**src/rtl/f2_issue_queue.sv**
```systemverilog
// F2 fetch issue queue: buffers in-order instruction-memory responses for D1 and
// owns the fetch epoch bit used to discard responses issued before a D1 flush.
module f2_issue_queue #(
  parameter int DEPTH = 4,
  parameter int PTR_W = 2
) (
  input  logic        clock,
  input  logic        reset_n,
  input  logic        IM_RespValid,
  output logic        IM_RespReady,
  input  logic [31:0] IM_RespData,
  input  logic [31:0] IM_RespPC,
  input  logic        IM_RespIsBDS,
  input  logic        IM_RespException,
  input  logic [4:0]  IM_RespExcCode,
  input  logic        IM_RespXOPRestart,
  input  logic        IM_RespEpoch,
  output logic        F2_Epoch,
  input  logic        D1_Stall,
  input  logic        D1_Flush,
  output logic        F2_Issued,
  output logic [31:0] F2_Instruction,
  output logic [31:0] F2_FetchPC,
  output logic [31:0] F2_PCAdd4,
  output logic        F2_IsBDS,
  output logic        F2_Exception,
  output logic [4:0]  F2_ExcCode,
  output logic        F2_XOP_Restart
);

  localparam logic [PTR_W:0]   CNT_FULL = (PTR_W+1)'(DEPTH);
  localparam logic [PTR_W:0]   CNT_ZERO = (PTR_W+1)'(0);
  localparam logic [PTR_W:0]   CNT_ONE  = (PTR_W+1)'(1);
  localparam logic [PTR_W-1:0] PTR_ZERO = PTR_W'(0);
  localparam logic [PTR_W-1:0] PTR_ONE  = PTR_W'(1);

  typedef struct packed {
    logic [31:0] instr;
    logic [31:0] pc;
    logic        bds;
    logic        exc;
    logic [4:0]  code;
    logic        xop;
  } entry_t;

  entry_t          mem_q [DEPTH];
  entry_t          wr_entry_s;
  entry_t          head_s;
  logic [PTR_W-1:0] rd_ptr_q, rd_ptr_d;
  logic [PTR_W-1:0] wr_ptr_q, wr_ptr_d;
  logic [PTR_W:0]   count_q, count_d;
  logic             epoch_q, epoch_d;
  logic             issued_s;
  logic             accept_s;
  logic             enq_s;
  logic             pop_s;

  assign issued_s     = (count_q != CNT_ZERO);
  assign IM_RespReady = (count_q != CNT_FULL);
  assign F2_Epoch     = epoch_q;
  assign accept_s     = IM_RespValid & IM_RespReady;
  // Stale-epoch or flush-cycle responses are consumed but never stored.
  assign enq_s        = accept_s & (IM_RespEpoch == epoch_q) & ~D1_Flush;
  assign pop_s        = issued_s & ~D1_Stall & ~D1_Flush;

  assign wr_entry_s = '{instr: IM_RespData, pc: IM_RespPC, bds: IM_RespIsBDS,
                        exc: IM_RespException, code: IM_RespExcCode,
                        xop: IM_RespXOPRestart};

  // Next-state for pointers, occupancy and epoch.
  always_comb begin
    rd_ptr_d = rd_ptr_q;
    wr_ptr_d = wr_ptr_q;
    count_d  = count_q;
    epoch_d  = epoch_q;
    if (D1_Flush) begin
      rd_ptr_d = PTR_ZERO;
      wr_ptr_d = PTR_ZERO;
      count_d  = CNT_ZERO;
      epoch_d  = ~epoch_q;
    end else begin
      if (enq_s) begin
        wr_ptr_d = wr_ptr_q + PTR_ONE;
      end else begin
        wr_ptr_d = wr_ptr_q;
      end
      if (pop_s) begin
        rd_ptr_d = rd_ptr_q + PTR_ONE;
      end else begin
        rd_ptr_d = rd_ptr_q;
      end
      case ({enq_s, pop_s})
        2'b10:   count_d = count_q + CNT_ONE;
        2'b01:   count_d = count_q - CNT_ONE;
        default: count_d = count_q;
      endcase
    end
  end

  // Control state registers.
  always_ff @(posedge clock or negedge reset_n) begin
    if (!reset_n) begin
      rd_ptr_q <= PTR_ZERO;
      wr_ptr_q <= PTR_ZERO;
      count_q  <= CNT_ZERO;
      epoch_q  <= 1'b0;
    end else begin
      rd_ptr_q <= rd_ptr_d;
      wr_ptr_q <= wr_ptr_d;
      count_q  <= count_d;
      epoch_q  <= epoch_d;
    end
  end

  // Entry storage; deliberately not reset since count gates every read.
  always_ff @(posedge clock) begin
    if (enq_s) begin
      mem_q[wr_ptr_q] <= wr_entry_s;
    end
  end

  // Head presentation, forced to zero while empty.
  always_comb begin
    head_s = '0;
    if (issued_s) begin
      head_s = mem_q[rd_ptr_q];
    end else begin
      head_s = '0;
    end
  end

  assign F2_Issued      = issued_s;
  assign F2_Instruction = head_s.instr;
  assign F2_FetchPC     = head_s.pc;
  assign F2_PCAdd4      = issued_s ? (head_s.pc + 32'd4) : 32'd0;
  assign F2_IsBDS       = head_s.bds;
  assign F2_Exception   = head_s.exc;
  assign F2_ExcCode     = head_s.code;
  assign F2_XOP_Restart = head_s.xop;

endmodule

```
**config.mk**
```make
export PLATFORM = sky130hd
export DESIGN_NAME = f2_issue_queue
export DESIGN_NICKNAME = d
export VERILOG_FILES = /design/src/rtl/f2_issue_queue.sv
export SDC_FILE = /design/constraint.sdc
export NUM_CORES = 1
export LEC_CHECK = 0
export ABC_CLOCK_PERIOD_IN_PS = 4550
export BUFFER_PORTS_ARGS = -buffer_cell sky130_fd_sc_hd__clkbuf_2
export CAP_MARGIN = 10
export CORE_ASPECT_RATIO = 0.8
export CORE_MARGIN = 3
export CORE_UTILIZATION = 30
export CTS_BUF_LIST = sky130_fd_sc_hd__clkbuf_4 sky130_fd_sc_hd__clkbuf_8
export DETAILED_ROUTE_END_ITERATION = 10
export HOLD_SLACK_MARGIN = 0.02
export PLACE_DENSITY_LB_ADDON = 0.05
export SYNTH_ARGS = -nofsm -noshare
export SYNTH_HDL_FRONTEND = slang
export SYNTH_SLANG_ARGS = --single-unit
```
**constraint.sdc**
```tcl
create_clock -name clock -period 4.55 [get_ports clock]
set_input_delay 0.91 -clock clock [delete_from_list [all_inputs] [get_ports clock]]
set_output_delay 0.91 -clock clock [all_outputs]
set_load 0.02 [all_outputs]
```
==> flow_metrics.tcl <==
set metrics [dict create \
    fin_nets 1004 \
    drive_gt1_share_pct 40.9 \
    endpoint_kind "output port" \
    root_buffer "clkbuf_8" \
    clock_skew_ns 0.0260 \
    fillers 3875 \
    clock-sinks 296 \
    power.density_nw_per_um2 571 \
    dr.first_iter.drc_count 373 \
    htree_levels 2 \
    synth_area_per_cell_um2 18.1 \
    cp_top_family "simple AND/OR/NAND/NOR gates" \
    cts_inserted_buffers 53 \
    grt-ovfl-total 0 \
    grt_pass1_vias 7770 \
    clock_path_buffers 3 \
    status "finished clean" \
    timing.slew.headroom_pct 53.3 \
    die_area_um2 44200 \
    critPathRequiredTime_ns 3.64 \
    worstMarginPinSlew_ns 0.700 \
    chipHeight_um 189 \
    syn_inst 692 \
    place_ws_ns 0.506 \
    wl_um 32600 \
    cp-startpoint "rd_ptr_q[1]$_DFFE_PN0P_" \
    clock.fmax_mhz 227 \
    async_flop_share_pct 2.70 \
    drt-vias-per-instance 4.73 \
    core-area_um2 40900 \
    drv_slew 0 \
    wl_met2_um 15700 \
    power_w 0.00874 \
    clkLatencyLatePin_ns 0.60 \
    grt_pass1_wl_um 48600 \
    rows 66 \
    fin_crit_ns 4.40 \
    met1_length_um 14100 \
    cts_tree "yes" \
    path_cells "inv_4, mux4_2, nand4bb_4, or4_4, or3_1, a21oi_2, clkbuf_2" \
    synth_cell_type_count 42 \
    cts_hold_buf 0 \
    wl_met3_um 2160 \
    fin_crit_sh_pct 96.7 \
    arrival_ns 3.49 \
    regArea_um2 8860 \
    floorplan.initialDensity_pct 30.6 \
    grt.total_usage_pct 14.7 \
    vdd_drop_max_uv 252 \
    critPathMaxFanout 5 \
    startpoint_type "flop" \
    wl_per_cell_um 21.6 \
    syn_area_um2 12500 \
    synth_ff_type "edfxtp_1" \
    slowest_stage "or4_4" \
    antenna_found_initial 3 \
    area_growth_pct 22.3 \
    routed.top_layer "met5" \
    ant_nets 0 \
    num_vias 7120 \
    multi_input_area_um2 3520 \
    io_buffers 184 \
    p_leak_nw 5.26 \
    fin_ws_ns 0.151 \
    path_class "reg2out" \
    dp_hpwl_um 21100 \
    clkTransAtPathRegs_ns 0.06 \
    finalSetupViolCount 0 \
    max_stage_delay_ns 0.60 \
    die_w_um 234 \
    ys_ff_latch 296 \
    ys_seq_area_share_pct 70.7 \
    rsz0062_at_grt "yes" \
    path_buf_inv 2 \
    drc_errors 0 \
    maxCapViolations 0 \
    antenna-diode-count 0 \
    syn_nets 776 \
    first_pass_iters 4 \
    ys_warn_count 0 \
    gp_routability_congestion 0.797 \
    synth_edf_count 288 \
    hold_path_class "in2async" \
    io_pins 185 \
    hold_viol 0 \
    grt_max_degree 59 \
    r2r_start "count_q[0]$_DFFE_PN0P_" \
]
==> worst register-to-register path: cells and delay by family (launching register included) <==
kind / cells / cell delay (ns)
and+or+nand+nor: 6 / 1.13
adders and majority gates: 1 / 0.45
DFF: 1 / 0.45
muxes: 1 / 0.15
AOI/OAI and AO/OA: 2 / 0.14
buffers and inverters: 1 / 0.46
==> cells by family (layout without fill, tap and decap cells) <==
logic type	Yosys count	in the layout	synth area share, %
flops	296	296	70.7
simple gates	208	208	9.04
mux	92	92	15.3
buf+inv	42	312	1.64
compound gates	28	28	1.32
xor+xnor	20	20	1.40
fa+ha+maj	6	6	0.660
==> synthesized netlist by cell type, drive strengths merged (2+ instances only) <==
library cell	instances	area share [%]
ha	5	0.50
and3	3	0.15
dfrtp	8	1.6
and2	85	4.2
nand3b	2	0.12
mux4	78	14
nor4	8	0.40
buf	17	0.89
inv	8	0.24
edfxtp	288	69
nand3	10	0.44
nand4	4	0.20
nand2b	2	0.10
nor3	9	0.36
nand2	34	1.0
a31oi	3	0.15
or3	5	0.25
o211ai	3	0.18
nor2b	4	0.20
nor2	39	1.2
xnor2	15	1.0
a21oi	9	0.36
xor2	5	0.35
mux2i	7	0.56
mux2	7	0.63
clkbuf	17	0.51
o21ai	8	0.32
==> layout make-up <==
cell class                      count  area share, %
Timing Repair Buffer              207           7.83
Clock buffer                       70           5.64
Clock inverter                     27          0.997
Sequential cell                   296           57.9
Multi-Input combinational cell    354           23.0
Inverter                            8          0.213
Tap cell                          544           4.45
==> where the power goes <==
group	total [W]	switching, W	internal, W	leakage (nW)
registers	0.00326	0.0000788	0.00318	2.70
clock network	0.00235	0.00106	0.00129	0.537
logic	0.00313	0.00195	0.00118	2.02
total	0.00874	0.00309	0.00565	5.26
==> metrics by stage <==
stage          utilization, %  setup TNS (ns)  hold WS (ns)  cells  cell area (um^2)
2_1_floorplan               -               0         0.542    692             12500
6_report                 37.4               0         0.190   1506             15300
4_1_cts                  37.3               0         0.140   1506             15300
3_5_place_dp             34.6               0         0.507   1401             14100
3_3_place_gp             34.6               0         0.496   1401             14100
5_1_grt                  37.4         -0.0152         0.156   1506             15300
==> sequential cells by signal, summed over array words and instances, names as in the netlist <==
register	cells
F2_Epoch	1
count_q	3
mem_q	288
rd_ptr_q	2
wr_ptr_q	2
==> cells in the final DEF, fill, tap and decap left out, drive strengths merged, types with 2 or more instances in the layout <==
cell	synthesis	final
xor2	5	5
inv	8	8
buf	17	24
dfrtp	8	8
mux2i	7	7
nor4	8	8
a31oi	3	3
o21ai	8	8
and3	3	3
edfxtp	288	288
nand2	34	34
mux2	7	7
xnor2	15	15
a21oi	9	9
mux4	78	78
and2	85	85
clkbuf	17	253
nand3	10	10
clkinv	0	25
o211ai	3	3
ha	5	5
nand4	4	4
nor2	39	39
nand3b	2	2
nor3	9	9
or3	5	5
nand2b	2	2
nor2b	4	4
==> timing repair <==
item | 4_1_cts | 5_1_grt
endpoints found under the setup margin | 7 | 11
gates resized for setup | 3 | 12
buffers inserted | 8 | 0
pin swaps | 0 | 1
==> worst paths after layout <==
check / to / slack (ns) / cells after the start
min in group clock: F2_Epoch$_DFFE_PN0P_ / 0.51 / 1
hold / removal: rd_ptr_q[1]$_DFFE_PN0P_ / 0.19 / 1
hold reg to reg: F2_Epoch$_DFFE_PN0P_ / 0.51 / 1
setup / recovery: F2_PCAdd4[31] / 0.15 / 7
max in group asynchronous: rd_ptr_q[0]$_DFFE_PN0P_ / 4.12 / 1
setup reg to reg: count_q[2]$_DFFE_PN0P_ / 1.70 / 11
==> per-layer routing <==
metal,vias to the layer above,track usage (%)
li1,3189,-
met1,3663,19.2
met2,205,24.2
met3,57,4.26
met4,6,3.70
met5,-,0
Power figures use the tool's default switching activity.
